$ cat src/rtl/otp_stream_xor_pkg.sv
// Shared definitions for the one-time-pad stream encryptor: default word width,
// the data word type and the zeroize pattern written over spent key material.
package otp_pkg;

   localparam int DEFAULT_DATA_W = 8;

   typedef logic [DEFAULT_DATA_W-1:0] data_t;

   localparam data_t ZERO_WORD = '0;

endpackage

$ cat src/rtl/otp_stream_xor_if.sv
// Valid/ready channels of the encryptor: key input, plaintext input and
// ciphertext output. The encryptor sits on the slave side.
interface otp_stream_xor_if
   import otp_pkg::*;
#(
   parameter int DATA_W = DEFAULT_DATA_W
);

   logic              key_valid;
   logic              key_ready;
   logic [DATA_W-1:0] key_data;

   logic              pt_valid;
   logic              pt_ready;
   logic [DATA_W-1:0] pt_data;

   logic              ct_valid;
   logic              ct_ready;
   logic [DATA_W-1:0] ct_data;

   modport master (
      output key_valid, key_data, input key_ready,
      output pt_valid,  pt_data,  input pt_ready,
      input  ct_valid,  ct_data,  output ct_ready
   );

   modport slave (
      input  key_valid, key_data, output key_ready,
      input  pt_valid,  pt_data,  output pt_ready,
      output ct_valid,  ct_data,  input ct_ready
   );

endinterface

$ cat src/rtl/otp_stream_xor_key_fifo.sv
// Register-based key FIFO. Popped entries are overwritten with zero so that no
// copy of spent key material survives; flush zeroizes the whole array.
module otp_key_fifo
   import otp_pkg::*;
#(
   parameter  int DATA_W    = DEFAULT_DATA_W,
   parameter  int KEY_DEPTH = 4,
   localparam int PTR_W     = $clog2(KEY_DEPTH),
   localparam int CNT_W     = $clog2(KEY_DEPTH + 1)
) (
   input  logic              clk,
   input  logic              reset,
   input  logic              flush_i,
   input  logic              push_i,
   input  logic [DATA_W-1:0] pushData_i,
   input  logic              pop_i,
   output logic [DATA_W-1:0] headData_o,
   output logic [CNT_W-1:0]  count_o,
   output logic              full_o,
   output logic              empty_o
);

   logic [DATA_W-1:0] mem_q [KEY_DEPTH];
   logic [DATA_W-1:0] mem_d [KEY_DEPTH];
   logic [PTR_W-1:0]  wrPtr_q, wrPtr_d;
   logic [PTR_W-1:0]  rdPtr_q, rdPtr_d;
   logic [CNT_W-1:0]  count_q, count_d;
   logic              pushOk;
   logic              popOk;

   assign full_o     = (count_q == CNT_W'(KEY_DEPTH));
   assign empty_o    = (count_q == '0);
   assign count_o    = count_q;
   assign headData_o = mem_q[rdPtr_q];

   // Guard locally so the FIFO can never over- or under-flow whatever the caller does.
   assign pushOk = push_i && !full_o;
   assign popOk  = pop_i && !empty_o;

   always_comb begin
      mem_d   = mem_q;
      wrPtr_d = wrPtr_q;
      rdPtr_d = rdPtr_q;
      count_d = count_q;
      if (flush_i) begin
         for (int i = 0; i < KEY_DEPTH; i++) begin
            mem_d[i] = DATA_W'(ZERO_WORD);
         end
         wrPtr_d = '0;
         rdPtr_d = '0;
         count_d = '0;
      end else begin
         if (pushOk) begin
            mem_d[wrPtr_q] = pushData_i;
            wrPtr_d        = wrPtr_q + PTR_W'(1);
         end
         if (popOk) begin
            mem_d[rdPtr_q] = DATA_W'(ZERO_WORD);
            rdPtr_d        = rdPtr_q + PTR_W'(1);
         end
         if (pushOk && !popOk) begin
            count_d = count_q + CNT_W'(1);
         end else if (popOk && !pushOk) begin
            count_d = count_q - CNT_W'(1);
         end
      end
   end

   always_ff @(posedge clk or negedge reset) begin
      if (!reset) begin
         mem_q   <= '{default: '0};
         wrPtr_q <= '0;
         rdPtr_q <= '0;
         count_q <= '0;
      end else begin
         mem_q   <= mem_d;
         wrPtr_q <= wrPtr_d;
         rdPtr_q <= rdPtr_d;
         count_q <= count_d;
      end
   end

endmodule

$ cat src/rtl/otp_stream_xor.sv
// One-time-pad byte stream encryptor: each accepted plaintext word is XORed with
// exactly one buffered key word, which is then zeroized.
module otp_stream_xor
   import otp_pkg::*;
#(
   parameter  int DATA_W    = DEFAULT_DATA_W,
   parameter  int KEY_DEPTH = 4,
   localparam int CNT_W     = $clog2(KEY_DEPTH + 1)
) (
   input  logic              clk,
   input  logic              reset,
   input  logic              clear,
   otp_stream_xor_if.slave   bus,
   output logic [CNT_W-1:0]  key_count,
   output logic              key_underrun
);

   logic [DATA_W-1:0] keyHead;
   logic              fifoFull;
   logic              fifoEmpty;
   logic              keyFire;
   logic              ptFire;
   logic              ctFire;

   logic              ctValid_q,  ctValid_d;
   logic [DATA_W-1:0] ctData_q,   ctData_d;
   logic              underrun_q, underrun_d;

   // No bypass paths: readiness depends only on the stored count, never on a
   // same-cycle push or pop, and both are forced low while reset is asserted.
   assign bus.key_ready = reset && !clear && !fifoFull;
   assign bus.pt_ready  = reset && !clear && !fifoEmpty && (!ctValid_q || bus.ct_ready);

   assign keyFire = bus.key_valid && bus.key_ready;
   assign ptFire  = bus.pt_valid && bus.pt_ready;
   assign ctFire  = ctValid_q && bus.ct_ready;

   otp_key_fifo #(
      .DATA_W    (DATA_W),
      .KEY_DEPTH (KEY_DEPTH)
   ) u_keyFifo (
      .clk        (clk),
      .reset      (reset),
      .flush_i    (clear),
      .push_i     (keyFire),
      .pushData_i (bus.key_data),
      .pop_i      (ptFire),
      .headData_o (keyHead),
      .count_o    (key_count),
      .full_o     (fifoFull),
      .empty_o    (fifoEmpty)
   );

   // Output register: load on plaintext accept, drop valid once consumed, and
   // keep the last ciphertext word visible after the drop.
   always_comb begin
      ctValid_d  = ctValid_q;
      ctData_d   = ctData_q;
      underrun_d = underrun_q;
      if (clear) begin
         ctValid_d  = 1'b0;
         ctData_d   = DATA_W'(ZERO_WORD);
         underrun_d = 1'b0;
      end else begin
         if (ptFire) begin
            ctValid_d = 1'b1;
            ctData_d  = bus.pt_data ^ keyHead;
         end else if (ctFire) begin
            ctValid_d = 1'b0;
         end
         if (bus.pt_valid && fifoEmpty) begin
            underrun_d = 1'b1;
         end
      end
   end

   always_ff @(posedge clk or negedge reset) begin
      if (!reset) begin
         ctValid_q  <= 1'b0;
         ctData_q   <= '0;
         underrun_q <= 1'b0;
      end else begin
         ctValid_q  <= ctValid_d;
         ctData_q   <= ctData_d;
         underrun_q <= underrun_d;
      end
   end

   assign bus.ct_valid = ctValid_q;
   assign bus.ct_data  = ctData_q;
   assign key_underrun = underrun_q;

endmodule

$ cat src/flat_wrapper.sv
// flat-port wrapper written by rule: the top's interface ports become plain ports
module otp_stream_xor_flat import otp_pkg::*;
#(
   parameter  int DATA_W    = DEFAULT_DATA_W,
   parameter  int KEY_DEPTH = 4,
   localparam int CNT_W     = $clog2(KEY_DEPTH + 1)
)
  (clk, reset, clear, key_count, key_underrun, bus_key_valid, bus_key_data, bus_key_ready, bus_pt_valid, bus_pt_data, bus_pt_ready, bus_ct_valid, bus_ct_data, bus_ct_ready);
  otp_stream_xor_if #(.DATA_W(DATA_W)) bus_i ();
  input  logic clk;
  input  logic reset;
  input  logic clear;
  output logic [CNT_W-1:0] key_count;
  output logic key_underrun;
  input wire logic [$bits(bus_i.key_valid)-1:0] bus_key_valid;
  input wire logic [$bits(bus_i.key_data)-1:0] bus_key_data;
  output wire logic [$bits(bus_i.key_ready)-1:0] bus_key_ready;
  input wire logic [$bits(bus_i.pt_valid)-1:0] bus_pt_valid;
  input wire logic [$bits(bus_i.pt_data)-1:0] bus_pt_data;
  output wire logic [$bits(bus_i.pt_ready)-1:0] bus_pt_ready;
  output wire logic [$bits(bus_i.ct_valid)-1:0] bus_ct_valid;
  output wire logic [$bits(bus_i.ct_data)-1:0] bus_ct_data;
  input wire logic [$bits(bus_i.ct_ready)-1:0] bus_ct_ready;
  assign bus_i.key_valid = bus_key_valid;
  assign bus_i.key_data = bus_key_data;
  assign bus_key_ready = bus_i.key_ready;
  assign bus_i.pt_valid = bus_pt_valid;
  assign bus_i.pt_data = bus_pt_data;
  assign bus_pt_ready = bus_i.pt_ready;
  assign bus_ct_valid = bus_i.ct_valid;
  assign bus_ct_data = bus_i.ct_data;
  assign bus_i.ct_ready = bus_ct_ready;
  otp_stream_xor #(.DATA_W(DATA_W), .KEY_DEPTH(KEY_DEPTH)) u_core (.clk(clk), .reset(reset), .clear(clear), .bus(bus_i), .key_count(key_count), .key_underrun(key_underrun));
endmodule
$ cat config.mk
export PLATFORM = sky130hd
export DESIGN_NAME = otp_stream_xor_flat
export DESIGN_NICKNAME = d
export VERILOG_FILES = /design/src/rtl/otp_stream_xor_pkg.sv /design/src/rtl/otp_stream_xor_if.sv /design/src/rtl/otp_stream_xor_key_fifo.sv /design/src/rtl/otp_stream_xor.sv /design/src/flat_wrapper.sv
export SDC_FILE = /design/constraint.sdc
export NUM_CORES = 1
export LEC_CHECK = 0
export CAP_MARGIN = 10
export CORE_ASPECT_RATIO = 2
export CORE_MARGIN = 1.5
export CORE_UTILIZATION = 54
export CTS_CLUSTER_SIZE = 20
export DETAILED_ROUTE_END_ITERATION = 6
export PLACE_DENSITY = 0.84
export SLEW_MARGIN = 20
export SYNTH_ARGS = -nofsm -noshare
export SYNTH_HDL_FRONTEND = slang
export SYNTH_SLANG_ARGS = --single-unit
$ cat constraint.sdc
create_clock -name clk -period 2.15 [get_ports clk]
set_clock_uncertainty 0.05 [all_clocks]
set_input_delay 0.3225 -clock clk [delete_from_list [all_inputs] [get_ports clk]]
set_output_delay 0.3225 -clock clk [all_outputs]
set_load 0.1 [all_outputs]
Word level (Yosys, flattened, before mapping)

Cells that the tools add are included.

Flip-flop bits (word level): 49
Input port bits: 22
Output and inout port bits: 15
Logic and storage cells: 78

$add $sub $neg: 4
Order comparisons: 4
Equality and inequality tests: 1
Mux-type cells: 26
Bitwise operators: 5
Reduce and logical (&&, ||, !) cells: 28

Operator list:

| cell                                                       | number |
|---|---|
| two-way mux 32 bit                                         | 4 |
| two-way mux 8 bit                                          | 6 |
| AND 32 bit                                                 | 1 |
| bitwise mux 32 bit                                         | 1 |
| demux 8 bit (select 2 bit)                                 | 2 |
| inverter 32 bit                                            | 1 |
| binary-select mux 8 bit (select 2 bit)                     | 1 |
| logical AND 1 bit                                          | 14 |
| two-way mux 3 bit                                          | 3 |
| two-way mux 2 bit                                          | 4 |
| nonzero test 2 bit                                         | 4 |
| XOR 8 bit                                                  | 1 |
| greater-or-equal comparator 3 bit, second input constant   | 2 |
| zero test 1 bit                                            | 6 |
| less-than comparator 3 x 1 -> 1 bit, second input constant | 2 |
| inverter 2 -> 3 bit                                        | 2 |
| nonzero test 3 bit                                         | 2 |
| two-way mux 1 bit                                          | 5 |
| adder 2 x 1 -> 2 bit, second input constant                | 2 |
| adder 3 x 1 -> 3 bit, second input constant                | 1 |
| equality test 3 bit, second input constant                 | 1 |
| zero test 3 bit                                            | 1 |
| subtractor 3 x 1 -> 3 bit, second input constant           | 1 |
| logical OR 1 bit                                           | 1 |

Longest topological paths before layout

Gate-level depths: netlist (run 1).

Depth after elaboration: 11
Depth in mapped cells: 8
Depth with buffers taken out: 8

Modules after synthesis

Synthesis (run 1) repeated with hierarchy kept, for this count alone.

Cell total of the unflattened synthesis: 279
Area, all modules: 2800.2 µm²

By module, submodules not included:

| module         | instances | cells an instance | area each (µm²) | seq. area each (µm²) |
|---|---|---|---|---|
| otp_key_fifo   | 1         | 233               | 2252.2          | 975.9 |
| otp_stream_xor | 1         | 46                | 548.0           | 250.2 |

Worst setup path before layout (run 1)

OpenSTA, ideal clock, no wires.

Path type: reg-to-output
Start point: register u_core.u_keyFifo.count_q[0] (netlist: u_core.u_keyFifo.count_o[0])
End point: output bus_key_ready
Arrival time: 3.416 ns
Required time: 1.778 ns
Setup slack: -1.639 ns
Cell stages (with the launch flop): 3
Path buffers: 0
Cell sequence: dfrtp_1 nor2_1 a21boi_0

Cells in the longest elaborated chain, start to end: 3

RTL lines:

| item                   | line                          | source |
|---|---|---|
| start, declared        | otp_stream_xor_key_fifo.sv:27 | `logic [CNT_W-1:0] count_q, count_d;` |
| start signal, assigned | otp_stream_xor_key_fifo.sv:79 | `count_q <= count_d;` |
| equality test 3 bit    | otp_stream_xor_key_fifo.sv:31 | `assign full_o = (count_q == CNT_W'(KEY_DEPTH));` |
| zero test 1 bit        | otp_stream_xor.sv:31          | `assign bus.key_ready = reset && !clear && !fifoFull;` |
| logical AND 1 bit      | otp_stream_xor.sv:31          |  |
| end, declared          | flat_wrapper.sv:17            | `output wire logic [$bits(bus_i.key_ready)-1:0] bus_key_ready;` |

Every way passes these cells.

Worst setup path in the final report (run 1)

Start point: input bus_ct_ready
End point: register u_core.u_keyFifo.count_q[2] (netlist: u_core.u_keyFifo.count_o[2])

Cells in the longest elaborated chain, start to end: 8
Elaborated cells on any way between the ends: 10
Those cells by class: mux (2); reduce/logical (8)

RTL lines:

| item                | line                          | source |
|---|---|---|
| start, declared     | flat_wrapper.sv:23            | `input wire logic [$bits(bus_i.ct_ready)-1:0] bus_ct_ready;` |
| logical OR 1 bit *  | otp_stream_xor.sv:32          | `assign bus.pt_ready = reset && !clear && !fifoEmpty && (!ctValid_q \|\| bus.ct_ready);` |
| logical AND 1 bit * | otp_stream_xor.sv:32          |  |
| logical AND 1 bit * | otp_stream_xor.sv:35          | `assign ptFire = bus.pt_valid && bus.pt_ready;` |
| logical AND 1 bit * | otp_stream_xor_key_fifo.sv:38 | `assign popOk = pop_i && !empty_o;` |
| zero test 1 bit     | otp_stream_xor_key_fifo.sv:61 | `if (pushOk && !popOk) begin` |
| logical AND 1 bit   | otp_stream_xor_key_fifo.sv:61 |  |
| two-way mux 3 bit   | otp_stream_xor_key_fifo.sv:61 |  |
| two-way mux 3 bit   | otp_stream_xor_key_fifo.sv:45 | `if (flush_i) begin` |

Mark *: on every way between the ends. The rest lies on a longest branch, timed or not.
A chain may end at the register's enable or synchronous reset.

==> results of run 1 <==
[worst min-delay path by stage]
stage | from | end | slack, ns
2_1_floorplan | reset | u_core.bus.ct_data[0]$_DFFE_PN0P_ | -0.02
3_3_place_gp | reset | u_core.u_keyFifo.rdPtr_q[1]$_DFFE_PN0P_ | 0.29
3_5_place_dp | reset | u_core.key_underrun$_DFFE_PN0P_ | 0.31
4_1_cts | reset | u_core.u_keyFifo.mem_q[0]$_DFF_PN0_ | 0.13
5_1_grt | reset | u_core.u_keyFifo.mem_q[0]$_DFF_PN0_ | 0.15
6_report | reset | u_core.u_keyFifo.mem_q[0]$_DFF_PN0_ | 0.11
[cell usage after synthesis]
master / number
nand4b_1: 1
o31ai_1: 1
a211oi_1: 1
nor2b_1: 1
a21oi_2: 1
o21ai_0: 10
mux2i_1: 3
a21o_1: 4
nand2_1: 39
buf_6: 1
o21a_1: 1
nand2b_1: 3
fa_1: 1
xnor2_1: 9
ha_1: 8
a31oi_1: 1
nor2_1: 6
nand3b_1: 9
clkbuf_1: 9
inv_1: 7
a21oi_1: 33
or3_1: 2
nand3_1: 33
buf_4: 1
buf_2: 3
dfrtp_1: 49
a21boi_0: 1
nor3_2: 2
mux4_2: 8
o21bai_1: 1
[cell families after synthesis]
logic type,count (synthesis),share of synthesized area [%]
fa+ha+maj,9,4.81
buf+inv,21,3.76
flops,49,49.1
simple gates,96,18.8
xor+xnor,9,3.16
mux,11,8.43
compound gates,54,11.9
[area by class of cell]
class / count / area share [%]
repair buffers: 53 / 15.2
clock buffers: 7 / 2.76
multi-input cells: 179 / 38.4
well taps: 54 / 2.16
inverters: 7 / 0.841
clock inverters: 1 / 0.961
flip-flops and latches: 49 / 39.6
[power groups by stage]
stage	registers, mW	clock network [mW]	logic, mW
6_report	1.09	0.677	0.958
5_1_grt	1.10	0.715	1.02
4_1_cts	1.09	0.684	0.961
3_5_place_dp	1.11	0	0.956
3_3_place_gp	1.11	0	0.941
2_1_floorplan	1.42	0	0.351
[per-stage QoR]
step	hold slack [ns]	util, %	area, um^2	power (mW)	setup WS [ns]
2_1_floorplan	-0.0231	-	2530	1.78	0.0259
3_3_place_gp	0.291	68.2	2990	2.05	-0.151
3_5_place_dp	0.309	68.2	2990	2.07	-0.261
4_1_cts	0.128	71.0	3110	2.74	0.0374
5_1_grt	0.155	71.3	3130	2.84	0.0135
6_report	0.112	71.3	3130	2.73	0.138
[per-layer routing]
metal | share of wire, % | track usage, % | vias up
li1 | - | - | 957
met1 | 35 | 29.6 | 1022
met2 | 56 | 47.4 | 91
met3 | 5.2 | 3.30 | 19
met4 | 3.6 | 14.8 | 0
met5 | 0 | 0 | -
[registers in the layout, indices dropped and copies added (netlist names)]
register,flops
u_core.bus.ct_data,8
u_core.bus.ct_valid,1
u_core.key_underrun,1
u_core.u_keyFifo.count_o,3
u_core.u_keyFifo.mem_q,32
u_core.u_keyFifo.rdPtr_q,2
u_core.u_keyFifo.wrPtr_q,2
[timing repair]
action,in CTS,in global routing
gates resized for setup,0,2
setup buffers,0,1
endpoints found under the hold margin,10,0
hold buffers,1,0
endpoints found under the setup margin,0,1
==> impl_metrics.env, run 1 <==
export IMPL_status="complete, no violations"
export IMPL_rows=34
export IMPL_cts_root_buf="clkbuf_8"
export IMPL_postSynthAreaPerCell_um2=10.0
export IMPL_io_buffers=36
export IMPL_synthToLayoutAreaGrowth_pct=25.3
export IMPL_power_density_nw_per_um2=873
export IMPL_criticalPathCategory="input pin to register"
export IMPL_layout_commonest_cell="dfrtp_1"
export IMPL_stdcell_count=350
export IMPL_grt_max_degree=41
export IMPL_cts_tree="built"
export IMPL_rsz0062_at_grt="false"
export IMPL_synth_area_leaders="dfrtp_1 (49%), mux4_2 (7.2%), a21oi_1 (6.6%)"
export IMPL_report_final_setup_viol=0
export IMPL_gp_congestion=0.807
export IMPL_io_pins=37
export IMPL_ys_seq_elements=49
export IMPL_clk_insertion_delay_late_ns=0.30
export IMPL_clock_sinks=49
export IMPL_syn_nets=280
export IMPL_path_depth=9
export IMPL_overflow=0
export IMPL_grt_antenna_before_repair=0
export IMPL_p_int_mw=1.67
export IMPL_report_final_hold_viol_count=0
export IMPL_path_buf_inv=2
export IMPL_final_layout_size_suffix_gt1_share_pct=20.3
export IMPL_relSlewSlack_pct=64.1
export IMPL_finalCriticalPeriod_ns=2.01
export IMPL_p_sw_share_pct=38.9
export IMPL_fmax_mhz=497
export IMPL_endpoint_kind="register"
export IMPL_cp_start_kind="input pin"
export IMPL_synth_largest_area_cell="dfrtp_1"
export IMPL_dp_cells=340
export IMPL_p_clk_share_pct=24.8
export IMPL_yosysSeqAreaShare_pct=49.1
export IMPL_die_area_um2=5060
export IMPL_tightest_slew_ns=0.539
export IMPL_p_seq_share_pct=40.1
export IMPL_multi_input_area_um2=1200
export IMPL_combPwrFrac_pct=35.1
export IMPL_period_share_pct=93.6
export IMPL_wl_per_cell_um=17.6
export IMPL_cp_required_ns=2.32
export IMPL_path_cells="clkdlybuf4s50_1 > nand2b_4 > nand3_1 > o21a_1 > fa_2 > inv_1 > nor3_2 > or3_1 > a31oi_1"
export IMPL_reg2reg_slack_ns=0.16
export IMPL_fillers=339
export IMPL_regToRegEndpoint="u_core.u_keyFifo.count_o[2]$_DFFE_PN0P_"
export IMPL_crit_slowest_cell="clkdlybuf4s50_1"
export IMPL_first_pass_iters=4
export IMPL_drc=0
export IMPL_htree_levels=2
export IMPL_p_switching_mw=1.06
export IMPL_setup_tns_final_ns=0
export IMPL_crit_arrival_ns=2.18
export IMPL_finalNetCount=326
export IMPL_crit_fanout=4
export IMPL_dp_hpwl_um=4420
export IMPL_insertedDiodeCount=0
export IMPL_report_final_slew_viol_count=0
export IMPL_vias=2089
export IMPL_synth_cell_types=30
export IMPL_clk_pin_slew_worst_paths_ns=0.08
export IMPL_syn_inst=249
export IMPL_drt_wl_total_um=6170
export IMPL_r2r_start="u_core.bus.ct_valid$_DFFE_PN0P_"
export IMPL_seq_area_um2=1240
export IMPL_crit_path_start="bus_ct_ready"
export IMPL_rr_worst_depth=8
export IMPL_critPathMaxStageDelay_ns=0.45
export IMPL_grt_pass1_wl_um=10000
export IMPL_grt_pass1_vias=2146
export IMPL_viasPerCell=5.97
export IMPL_fp_dieW_um=51.1
export IMPL_leakage_nw=1.32
export IMPL_vdd_drop_max_mv=0.586
export IMPL_syn_area_um2=2490
export IMPL_hold_class="input pin to async pin"
export IMPL_crit_end="u_core.u_keyFifo.count_o[2]$_DFFE_PN0P_"
export IMPL_path_delay_family="simple AND/OR/NAND/NOR gates"
export IMPL_track_usage_pct=26.6
export IMPL_ys_warn_count=0
export IMPL_first_iter_violations=106
export IMPL_clockBufferDepth=2
export IMPL_postRouteAntennaNets=0
export IMPL_cts_inserted_buffers=5
export IMPL_die_h_um=99.1
export IMPL_max_cap_violations=0
export IMPL_layout_common_cells="dfrtp_1 (45), nand2_1 (39), nand3_1 (33), a21oi_1 (33), buf_4 (29)"
export IMPL_yosys_area_top_type_share_pct=49.1
export IMPL_core_area_um2=4380
export IMPL_start_util_pct=56.9
Note: power is estimated with default switching activity, not from simulation.
==> inputs of run 2 (changes only) <==
- PLACE_DENSITY: 0.84 -> 0.85
==> run 2 against run 1 <==
  * Via count rose by 1.8%
  * First-iteration DRC count increased by 29%
  * Fmax fell by 2.3%
  * Clock power up 13%
  * Sequential power hardly changed
  * Flip-flop and latch count stayed put
  * Routed wire length is 8.2% higher
  * Global-route usage grew 2.9 points
  * Register-to-register slack got worse by 0.02 ns
  * Worst hold slack got worse by 0.0019 ns
  * Largest cell class unchanged
==> impl_metrics.env, run 2 (synthesized netlist as in run 1, its figures left out) <==
export IMPL_p_seq_share_pct=38.8
export IMPL_gp_congestion=0.854
export IMPL_vdd_drop_max_mv=0.758
export IMPL_grt_max_degree=45
export IMPL_largest_register="u_core.u_keyFifo.mem_q"
export IMPL_first_pass_iters=4
export IMPL_clockBufferDepth=2
export IMPL_crit_fanout=3
export IMPL_track_usage_pct=29.5
export IMPL_postRouteAntennaNets=0
export IMPL_grt_pass1_wl_um=10900
export IMPL_viasPerCell=6.14
export IMPL_layout_commonest_cell="dfrtp_1"
export IMPL_die_area_um2=5060
export IMPL_drt_wl_total_um=6670
export IMPL_final_layout_size_suffix_gt1_share_pct=19.5
export IMPL_tightest_slew_ns=0.578
export IMPL_wl_per_cell_um=19.3
export IMPL_layout_common_cells="dfrtp_1 (45), nand2_1 (39), nand3_1 (33), a21oi_1 (33), buf_4 (25)"
export IMPL_cp_start_kind="input pin"
export IMPL_criticalPathCategory="input pin to register"
export IMPL_stdcell_count=346
export IMPL_period_share_pct=95.8
export IMPL_finalCriticalPeriod_ns=2.06
export IMPL_clk_insertion_delay_late_ns=0.31
export IMPL_rows=34
export IMPL_rr_worst_depth=8
export IMPL_drc=0
export IMPL_path_cells="clkdlybuf4s50_1 > nor2b_2 > nand3_1 > o21a_1 > fa_2 > inv_1 > nor3_2 > or3_1 > a31oi_1"
export IMPL_status="complete, no violations"
export IMPL_report_final_slew_viol_count=0
export IMPL_first_iter_violations=137
export IMPL_leakage_nw=1.30
export IMPL_fmax_mhz=486
export IMPL_regToRegEndpoint="u_core.u_keyFifo.count_o[2]$_DFFE_PN0P_"
export IMPL_whs_ns=0.110
export IMPL_synthToLayoutAreaGrowth_pct=24.7
export IMPL_relSlewSlack_pct=61.5
export IMPL_rsz0062_at_grt="false"
export IMPL_setup_tns_final_ns=0
export IMPL_cts_tree="built"
export IMPL_r2r_start="u_core.bus.ct_valid$_DFFE_PN0P_"
export IMPL_endpoint_kind="register"
export IMPL_start_util_pct=56.9
export IMPL_crit_slowest_cell="clkdlybuf4s50_1"
export IMPL_io_buffers=36
export IMPL_core_area_um2=4380
export IMPL_max_cap_violations=0
export IMPL_largest_reg_flops=32
export IMPL_clk_pin_slew_worst_paths_ns=0.09
export IMPL_dp_hpwl_um=4410
export IMPL_critPathMaxStageDelay_ns=0.46
export IMPL_grt_pass1_vias=2209
export IMPL_die_h_um=99.1
export IMPL_report_final_setup_viol=0
export IMPL_clock_sinks=49
export IMPL_reg2reg_slack_ns=0.14
export IMPL_p_sw_share_pct=38.3
export IMPL_cts_root_buf="clkbuf_8"
export IMPL_hold_class="input pin to async pin"
export IMPL_overflow=0
export IMPL_insertedDiodeCount=0
export IMPL_finalNetCount=322
export IMPL_path_delay_family="simple AND/OR/NAND/NOR gates"
export IMPL_finalPower_mw=2.82
export IMPL_p_clk_share_pct=27.2
export IMPL_postCtsSetupRepairBufs=0
export IMPL_p_switching_mw=1.08
export IMPL_path_buf_inv=2
export IMPL_crit_arrival_ns=2.23
export IMPL_grt_antenna_before_repair=0
export IMPL_vias=2126
export IMPL_htree_levels=2
export IMPL_p_int_mw=1.74
export IMPL_cp_required_ns=2.32
export IMPL_placed_area_um2=2960
export IMPL_cts_inserted_buffers=5
export IMPL_combPwrFrac_pct=34.0
export IMPL_io_pins=37
export IMPL_power_density_nw_per_um2=907
export IMPL_report_final_hold_viol_count=0
export IMPL_stdcell_area_um2=3110
export IMPL_dp_cells=337
export IMPL_fp_dieW_um=51.1
[run 2: cell count changes in the layout (fill, tap and decap cells not counted), sizes merged]
cell           delta
buf               -4
bufinv            +1
clkbuf            -2
clkdlybuf4s50     +1
clkinv            +1
dlymetal6s2s      -1
[run 2: timing repair]
item                       in CTS  in global routing
hold buffers                    1                  0
hold endpoints to repair        5                  0
setup endpoints to repair       0                  1
resized for setup               0                  1
[run 2: how the worst max path moves through the flow]
stage,from,to,slack (ns),cells after the start
3_5_place_dp,clear,u_core.u_keyFifo.count_o[2]$_DFFE_PN0P_,-0.24,9
2_1_floorplan,u_core.u_keyFifo.count_o[1]$_DFFE_PN0P_,u_core.u_keyFifo.count_o[2]$_DFFE_PN0P_,0.03,8
6_report,clear,u_core.u_keyFifo.count_o[2]$_DFFE_PN0P_,0.09,9
3_3_place_gp,clear,u_core.u_keyFifo.count_o[2]$_DFFE_PN0P_,-0.13,9
4_1_cts,clear,u_core.u_keyFifo.count_o[2]$_DFFE_PN0P_,0.08,9
5_1_grt,clear,u_core.u_keyFifo.count_o[2]$_DFFE_PN0P_,0.004,9
[run 2: layout make-up]
class	count	area, um^2
fill	324	1270
tap	54	67.6
inverter	7	26.3
multi-input combinational	179	1200
timing repair buffer	49	443
sequential	49	1240
clock inverter	3	65.1
clock buffer	5	68.8
[run 2: power groups by stage]
stage	registers, mW	clock network [mW]	logic, mW
after global placement	1.10	0	0.930
after CTS	1.09	0.774	0.960
after floorplan	1.42	0	0.351
final	1.09	0.766	0.960
after detailed placement	1.11	0	0.951
after global routing	1.11	0.808	1.01
[run 2: stage by stage]
stage | util [%] | setup slack (ns)
4_1_cts | 70.9 | 0.0809
3_3_place_gp | 67.6 | -0.126
2_1_floorplan | - | 0.0259
5_1_grt | 71.0 | 0.00374
6_report | 71.0 | 0.0910
3_5_place_dp | 67.6 | -0.235
[run 2: metal layers]
metal	routed length, um	GRT usage, %	vias to the layer above
met1	2240	32.1	1040
met2	3740	51.8	105
met4	350	18.1	0
met5	0	0	-
met3	346	4.65	27
li1	-	-	954
==> inputs of run 3 (changes only) <==
- CORE_MARGIN: 1.5 -> 2
==> run 3 against run 2 <==
  * Sequential share of layout area up 0.50 points
  * Via count down 5.8%
  * Final area down 1.2%
  * Flip-flop and latch count unchanged
  * Sequential power about the same
  * Final cell count up 0.29%
  * Worst hold slack worse by 0.031 ns
  * Die area up 3.0%
  * Critical path type unchanged
  * Largest power group unchanged
==> impl_metrics.env, run 3 (synthesized netlist as in run 1, its figures left out) <==
export IMPL_max_cap_violations=0
export IMPL_report_final_slew_viol_count=0
export IMPL_final_layout_size_suffix_gt1_share_pct=19.9
export IMPL_p_switching_mw=1.07
export IMPL_stdcell_count=347
export IMPL_io_buffers=36
export IMPL_drc=0
export IMPL_cts_root_buf="clkbuf_8"
export IMPL_clk_insertion_delay_late_ns=0.31
export IMPL_grt_max_degree=50
export IMPL_leakage_nw=1.28
export IMPL_largest_reg_flops=32
export IMPL_hold_class="input pin to async pin"
export IMPL_synthToLayoutAreaGrowth_pct=23.1
export IMPL_overflow=0
export IMPL_combPwrFrac_pct=36.3
export IMPL_crit_arrival_ns=2.19
export IMPL_path_depth=9
export IMPL_setup_ws_ns=0.134
export IMPL_viasPerCell=5.77
export IMPL_vdd_drop_max_mv=0.589
export IMPL_criticalPathCategory="input pin to register"
export IMPL_report_final_setup_viol=0
export IMPL_start_util_pct=55.3
export IMPL_clockBufferDepth=2
export IMPL_power_density_nw_per_um2=841
export IMPL_cts_inserted_buffers=5
export IMPL_endpoint_kind="register"
export IMPL_p_int_mw=1.52
export IMPL_p_seq_share_pct=42.2
export IMPL_fillers=317
export IMPL_period_share_pct=93.8
export IMPL_insertedDiodeCount=0
export IMPL_grt_pass1_vias=2048
export IMPL_crit_fanout=2
export IMPL_grt_pass1_wl_um=9160
export IMPL_grt_antenna_before_repair=0
export IMPL_path_cells="clkdlybuf4s50_1 > nand2b_4 > nand3_1 > o21a_1 > fa_2 > inv_1 > nor3_2 > or3_1 > a31oi_1"
export IMPL_fp_dieW_um=52.1
export IMPL_io_pins=37
export IMPL_finalNetCount=322
export IMPL_status="complete, no violations"
export IMPL_rr_worst_depth=8
export IMPL_r2r_start="u_core.u_keyFifo.count_o[1]$_DFFE_PN0P_"
export IMPL_gp_congestion=0.855
export IMPL_postRouteAntennaNets=0
export IMPL_critPathMaxStageDelay_ns=0.46
export IMPL_crit_slowest_cell="clkdlybuf4s50_1"
export IMPL_cp_required_ns=2.32
export IMPL_report_final_hold_viol_count=0
export IMPL_rsz0062_at_grt="false"
export IMPL_vias=2002
export IMPL_rows=35
export IMPL_wl_per_cell_um=15.3
export IMPL_die_area_um2=5210
export IMPL_first_iter_violations=57
export IMPL_dp_cells=339
export IMPL_finalCriticalPeriod_ns=2.02
export IMPL_cp_start_kind="input pin"
export IMPL_preCtsSetupSlack_ns=-0.271
export IMPL_p_clk_share_pct=21.5
export IMPL_clock_sinks=49
export IMPL_largest_register="u_core.u_keyFifo.mem_q"
export IMPL_reg2reg_slack_ns=0.14
export IMPL_fmax_mhz=496
export IMPL_relSlewSlack_pct=58.8
export IMPL_first_pass_iters=4
export IMPL_clk_pin_slew_worst_paths_ns=0.09
export IMPL_regToRegEndpoint="u_core.u_keyFifo.count_o[2]$_DFFE_PN0P_"
export IMPL_cts_tree="built"
export IMPL_layout_commonest_cell="dfrtp_1"
export IMPL_track_usage_pct=22.9
export IMPL_finalPower_mw=2.58
export IMPL_core_area_um2=4510
export IMPL_tightest_slew_ns=0.619
export IMPL_drt_wl_total_um=5310
export IMPL_path_buf_inv=2
export IMPL_postCtsSetupRepairBufs=0
export IMPL_layout_common_cells="dfrtp_1 (45), nand2_1 (39), nand3_1 (33), a21oi_1 (33), buf_4 (26)"
export IMPL_htree_levels=2
export IMPL_die_h_um=100
export IMPL_path_delay_family="simple AND/OR/NAND/NOR gates"
export IMPL_dp_hpwl_um=4060
export IMPL_p_sw_share_pct=41.3
[run 3: changes by cell type in the layout (fill, tap and decap cells not counted), sizes merged]
cell / before / now
bufinv: 2 / 0
buf: 28 / 29
clkdlybuf4s50: 20 / 19
clkinvlp: 0 / 1
dlygate4sd3: 1 / 0
dlymetal6s2s: 0 / 1
inv: 7 / 8
[run 3: worst reg2reg max path: cells and delay by family (launching register included)]
kind,cells,cell delay [ns]
simple gates,3,0.53
flops,1,0.52
compound gates,3,0.38
fa+ha+maj,1,0.35
buf+inv,1,0.09
[run 3: worst max-delay path by stage]
stage	start	endpoint	slack [ns]
after CTS	clear	u_core.u_keyFifo.count_o[2]$_DFFE_PN0P_	0.05
final	bus_ct_ready	u_core.u_keyFifo.count_o[2]$_DFFE_PN0P_	0.13
after detailed placement	clear	u_core.u_keyFifo.count_o[2]$_DFFE_PN0P_	-0.27
after global placement	clear	u_core.u_keyFifo.count_o[2]$_DFFE_PN0P_	-0.16
after global routing	bus_ct_ready	u_core.u_keyFifo.count_o[2]$_DFFE_PN0P_	0.03
after floorplan	u_core.u_keyFifo.count_o[1]$_DFFE_PN0P_	u_core.u_keyFifo.count_o[2]$_DFFE_PN0P_	0.03
[run 3: what timing repair did]
item                       CTS  global route
setup endpoints to repair    0             1
gates resized for setup      0             2
hold buffers                 0             0
[run 3: metal layers]
metal | GRT usage (%) | part of all wire, % | wire [um] | up-vias
li1 | - | - | - | 955
met1 | 29.4 | 41 | 2160 | 971
met2 | 38.5 | 53 | 2800 | 66
met3 | 2.68 | 5.0 | 264 | 10
met4 | 9.51 | 1.5 | 82 | 0
met5 | 0 | 0 | 0 | -
[run 3: final cells by class]
type,count,area (um^2),share of cell area (%)
multi-input cells,179,1200,39.1
inverters,7,26.3,0.855
clock buffers,5,68.8,2.24
repair buffers,49,443,14.4
clock inverters,3,25.0,0.815
flip-flops and latches,49,1240,40.3
well taps,55,68.8,2.24
[run 3: metrics by stage]
step | instance area (um^2) | utilization [%] | setup TNS, ns | hold WS (ns)
5_1_grt | 3070 | 68.1 | 0 | 0.144
3_5_place_dp | 2970 | 65.9 | -0.803 | 0.437
2_1_floorplan | 2530 | - | 0 | -0.0231
4_1_cts | 3070 | 68.0 | 0 | 0.0995
6_report | 3070 | 68.1 | 0 | 0.0796
3_3_place_gp | 2970 | 65.9 | -0.158 | 0.432
[run 3: power by group through the flow]
stage	Combinational, mW	Sequential (mW)	Clock [mW]
3_3_place_gp	0.918	1.10	0
3_5_place_dp	0.940	1.11	0
4_1_cts	0.942	1.09	0.569
2_1_floorplan	0.351	1.42	0
5_1_grt	0.994	1.10	0.603
6_report	0.938	1.09	0.555
==> RTL change 1 (config.mk and constraints of run 1) <==
`KEY_DEPTH` is set to 4 in 3 places; all go to 2.
--- a/src/rtl/otp_stream_xor_key_fifo.sv
+++ b/src/rtl/otp_stream_xor_key_fifo.sv
@@ -4,7 +4,7 @@
    import otp_pkg::*;
 #(
    parameter  int DATA_W    = DEFAULT_DATA_W,
-   parameter  int KEY_DEPTH = 4,
+   parameter  int KEY_DEPTH = 2,
    localparam int PTR_W     = $clog2(KEY_DEPTH),
    localparam int CNT_W     = $clog2(KEY_DEPTH + 1)
 ) (
--- a/src/rtl/otp_stream_xor.sv
+++ b/src/rtl/otp_stream_xor.sv
@@ -4,7 +4,7 @@
    import otp_pkg::*;
 #(
    parameter  int DATA_W    = DEFAULT_DATA_W,
-   parameter  int KEY_DEPTH = 4,
+   parameter  int KEY_DEPTH = 2,
    localparam int CNT_W     = $clog2(KEY_DEPTH + 1)
 ) (
    input  logic              clk,
--- a/src/flat_wrapper.sv
+++ b/src/flat_wrapper.sv
@@ -2,7 +2,7 @@
 module otp_stream_xor_flat import otp_pkg::*;
 #(
    parameter  int DATA_W    = DEFAULT_DATA_W,
-   parameter  int KEY_DEPTH = 4,
+   parameter  int KEY_DEPTH = 2,
    localparam int CNT_W     = $clog2(KEY_DEPTH + 1)
 )
   (clk, reset, clear, key_count, key_underrun, bus_key_valid, bus_key_data, bus_key_ready, bus_pt_valid, bus_pt_data, bus_pt_ready, bus_ct_valid, bus_ct_data, bus_ct_ready);
Interface: changed (resized key_count); port bits go from 37 to 36. No check against the original RTL was run, so the function may have changed too.
==> RTL change 1 against run 1 <==
Cell count decreased by 33%. Total power down 42%. Synthesized area fell by 34%. Wire length down 33%. Sequential cell count down 19. Design area down 30%. Global-route usage decreased by 0.53 points. Worst hold slack improved by 0.28 ns. Register-to-register slack improved by 0.28 ns. Non-clock buffer count is 8 lower. Worst setup slack gained 0.052 ns. Largest cell class is now multi-input combinational cells. Highest routed layer unchanged.
==> RTL change 1: results (changes against run 1) <==
DR vias: 1472 (-30%)
Cells on worst reg2reg path: 3 (-5)
Synth async-reset ratio: 100% (unchanged)
Yosys cell types: 29 (-3.3%)
Ant. Diodes: 0 (unchanged)
Share of layout cells above drive strength 1: 20.6% (+0.32 points)
Worst reg-to-reg setup slack: 0.44 ns (+0.28 ns)
First-pass GRT wire length: 6.68 mm (-33%)
Ys Warns: 0 (unchanged)
Sequential cell area fraction in the yosys report: 45.4% (-3.8 points)
Critical path class: in -> out
Clock Path Buffers: 2 (unchanged)
Capturing point of the worst reg2reg path: u_core.u_keyFifo.rdPtr_q
Clock slew seen by the registers of the worst setup and hold paths: 0.07 ns
Drc violations: 0 (unchanged)
Fill cells: 225 (-34%)
RR Startpoint: u_core.bus.ct_valid
Resized Gates After CTS: 0 (unchanged)
Top cells by count, synth: dfrtp_1 (30), a21oi_1 (18), mux2i_1 (18), o31ai_1 (18), nand4_1 (16)
Largest Register: u_core.u_keyFifo.mem_q
Initial DRC Count: 39 (-63%)
Postcts setup bufs: 0 (unchanged)
Worst-margin pin slew: 0.693 ns (+0.154 ns)
Drt first pass iters: 4 (unchanged)
Gr usage total: 26.1% (-0.53 points)
Max FFs per register: 16 (-50%)
Max FO, Critical Path: 8 (+4)
Met3 wire len: 172 um (-46%)
Root buf cell: clkbuf_8
WP data arrival: 1.59 ns (-0.59 ns)
Maximum VDD drop: 0.000567 V (-3.2%)
Most used DFF post-synth: dfrtp_1
Fin. Hold Viols: 0 (unchanged)
Total CTS buffers: 5 (unchanged)
Highest metal used: met4
Met1 WL: 1.56 mm (-28%)
Status: complete, no violations
Static leakage: 0.000969 uW (-26%)
Final RePlAce weighted congestion: 0.802 (-0.57%)
WHS: 0.387 ns (+0.275 ns)
# H-tree levels: 2 (unchanged)
IO buf count: 35 (-2.8%)
Hold Crit Class: in -> async
Met2 wire length: 2.30 mm (-34%)
Vias in the first global route: 1449 (-32%)
Mapped Nets: 190 (-32%)
HPWL Detailed: 3.00 mm (-32%)
Initial antenna violation count: 0 (unchanged)
Largest net degree at the start of global routing: 25 (-39%)
WL final: 4.11 mm (-33%)
NumNets Final: 225 (-31%)
Worst-Skew Late Latency: 0.29 ns
Synth area leaders: dfrtp_1 (45%), mux2i_1 (11%), o31ai_1 (8.2%)
-- RTL change 1: through the flow --
step / area, um2 / std cells / setup WS, ns
final: 2200 / 234 / 0.190
after global routing: 2200 / 234 / 0.116
after CTS: 2200 / 234 / 0.201
after detailed placement: 2060 / 226 / 0.144
after global placement: 2060 / 226 / 0.218
after floorplan: 1680 / 168 / 0.0109
-- RTL change 1: cell type report --
cell class                 instances  area share [%]
tap                               30            1.71
clock inverter                     2            2.73
clock buffer                       6            3.75
timing repair buffer              45            18.9
inverter                           3           0.512
multi-input combinational        118            38.0
sequential                        30            34.4
-- RTL change 1: cells by family (layout without fill, tap and decap cells) --
group | after synthesis | in the layout | share of synthesized area (%)
AOI/OAI and AO/OA | 42 | 42 | 17.2
xor gates and xnor gates | 8 | 8 | 4.24
buffers and inverters | 20 | 56 | 5.14
DFF | 30 | 30 | 45.4
muxes | 18 | 18 | 10.9
and+or+nand+nor | 50 | 50 | 17.1
-- RTL change 1: where the power goes --
| part | internal [uW] | switching (uW) |
|---|---|---|
| logic | 99.8 | 178 |
| clock network | 494 | 222 |
| registers | 581 | 18.0 |
-- RTL change 1: how the worst max path moves through the flow --
stage,start,slack [ns],cells past startpoint,endpoint
after floorplan,u_core.bus.ct_valid,0.01,3,bus_pt_ready
after global placement,bus_pt_valid,0.22,4,u_core.u_keyFifo.rdPtr_q
after detailed placement,bus_ct_ready,0.14,4,u_core.u_keyFifo.rdPtr_q
after CTS,bus_ct_ready,0.20,4,bus_pt_ready
after global routing,bus_ct_ready,0.12,4,bus_pt_ready
final,bus_ct_ready,0.19,4,bus_pt_ready
-- RTL change 1: worst max-delay path: stages --
cell and delay (ns):
clkdlybuf4s50_1 0.40, nor2b_1 0.55, nor3_4 0.11, buf_12 0.20
-- RTL change 1: routing by layer --
metal,GRT usage (%),up-vias
li1,-,693
met1,27.5,724
met2,48.4,48
met3,6.22,7
met4,10.9,0
met5,0,-
==> RTL change 2 (settings of run 1) <==
Made on the original files. Make the reset (`reset`) synchronous in 2 clocked blocks.
--- a/src/rtl/otp_stream_xor_key_fifo.sv
+++ b/src/rtl/otp_stream_xor_key_fifo.sv
@@ -66,7 +66,7 @@
       end
    end
 
-   always_ff @(posedge clk or negedge reset) begin
+   always_ff @(posedge clk) begin
       if (!reset) begin
          mem_q   <= '{default: '0};
          wrPtr_q <= '0;
--- a/src/rtl/otp_stream_xor.sv
+++ b/src/rtl/otp_stream_xor.sv
@@ -74,7 +74,7 @@
       end
    end
 
-   always_ff @(posedge clk or negedge reset) begin
+   always_ff @(posedge clk) begin
       if (!reset) begin
          ctValid_q  <= 1'b0;
          ctData_q   <= '0;
Behaviour: differs if reset is asserted again (counterexample within 4 cycles, from zero or initial values and one cycle with reset low); with reset held inactive, the same outputs for 4 cycles.
==> RTL change 2 against run 1 <==
Synthesized cell count rose by 8.0%. Sequential cell count did not move. Design area rose by 5.0%. Die area rose by 7.2%. Worst setup slack got worse by 0.065 ns. Wire length rose by 9.3%. Synthesized area rose by 7.5%. Count of clock-buffer cells in the layout rose by 1. Non-clock buffer count rose by 1. Sequential share of layout area fell by 9.3 points. Via count rose by 12%.
Power is not compared: it rests on default switching activity, and its combinational part moved more than twofold at a synthesized area within 25%.
==> RTL change 2: results (changes against run 1) <==
Status: complete, no violations
Sequential cell area fraction in the yosys report: 36.6% (-13 points)
Gr usage total: 26.4% (-0.22 points)
Max-slew headroom: 62.8% (-1.3 points)
DR vias: 2334 (+12%)
WP data arrival: 2.26 ns (+0.08 ns)
Clock Path Buffers: 2 (unchanged)
Drt first pass iters: 5 (+1)
Worst setup path endpoint: u_core.u_keyFifo.count_o[2]
Final RePlAce weighted congestion: 0.810 (+0.36%)
Hold Crit Class: reg -> reg
Worst reg-to-reg setup slack: 0.13 ns (-0.03 ns)
WHS: 0.430 ns (+0.318 ns)
Syn_area_per_cell: 9.97 um2 (-0.47%)
Ys Warns: 0 (unchanged)
CP Launch Point: reset
RR Startpoint: u_core.u_keyFifo.count_o[1]
Synth async-reset ratio: 0% (-100 points)
Dpl cells: 350 (+2.9%)
Final critical-path required period: 2.08 ns (+0.0647 ns)
Compound-cell area share of the yosys netlist: 27.8% (+16 points)
Top cells by count, synth: dfxtp_1 (49), nand4_1 (35), o31ai_1 (34)
Share of layout cells above drive strength 1: 29.1% (+8.9 points)
XOR/XNOR share of the synthesized area: 3.26% (+0.11 points)
WL final: 6.74 mm (+9.3%)
Yosys cell types: 35 (+17%)
Placed cell area: 3190 um2 (+6.8%)
Synth area leaders: dfxtp_1 (37%), o31ai_1 (9.5%), nand4_1 (8.2%)
HPWL Detailed: 4.85 mm (+9.8%)
Multiplexer share of the synthesized area: 7.09% (-1.3 points)
-- RTL change 2: cell count changes after synthesis, sizes merged, moves of 7 or more --
cell / change
a211oi: +7
a31oi: +8
buf: +18
dfrtp: -49
dfxtp: +49
nand2: -34
nand3: -33
nand3b: -9
nand4: +35
o21ai: -9
o31ai: +34
-- RTL change 2: logic make-up (layout without fill, tap and decap cells) --
group	Yosys count	after routing
compound gates	95	95
xor+xnor	10	10
fa+ha+maj	10	10
buf+inv	35	68
flops	49	49
mux	9	9
simple gates	61	61
-- RTL change 2: timing repair --
action / in CTS / in global routing
endpoints found under the setup margin: 0 / 1
gates resized for setup: 0 / 1
setup buffers: 0 / 1
hold buffers: 0 / 0
-- RTL change 2: critical path: stages --
cell and delay [ns]:
clkdlybuf4s50_1 0.49, nor2b_4 0.16, and3_4 0.20, ha_4 0.13
inv_2 0.04, fa_2 0.35, xor2_1 0.15, or3_1 0.30
a21oi_1 0.12
-- RTL change 2: where the power goes --
part	switching [uW]	internal, uW
Clock	302	232
Sequential	9.04	912
Combinational	185	113
-- RTL change 2: layout make-up --
cell class                      instances  area (um2)
Sequential cell                        49         996
Inverter                                6        22.5
Timing Repair Buffer                   54         508
Fill cell                             380        1540
Clock buffer                            8        80.1
Tap cell                               57        71.3
Multi-Input combinational cell        185        1600
-- RTL change 2: stage by stage --
step | setup slack [ns] | setup TNS [ns]
after global placement | -0.194 | -0.315
after floorplan | -0.0785 | -0.134
final | 0.0733 | 0
after global routing | 0.00914 | 0
after detailed placement | -0.265 | -0.433
after CTS | 0.0499 | 0
-- RTL change 2: routing by layer --
metal | vias up | wire length (um) | GRT usage (%)
met5 | - | 0 | 0
met4 | 0 | 125 | 10.7
met3 | 12 | 307 | 3.77
met2 | 79 | 3870 | 47.1
met1 | 1132 | 2440 | 30.6
li1 | 1111 | - | -
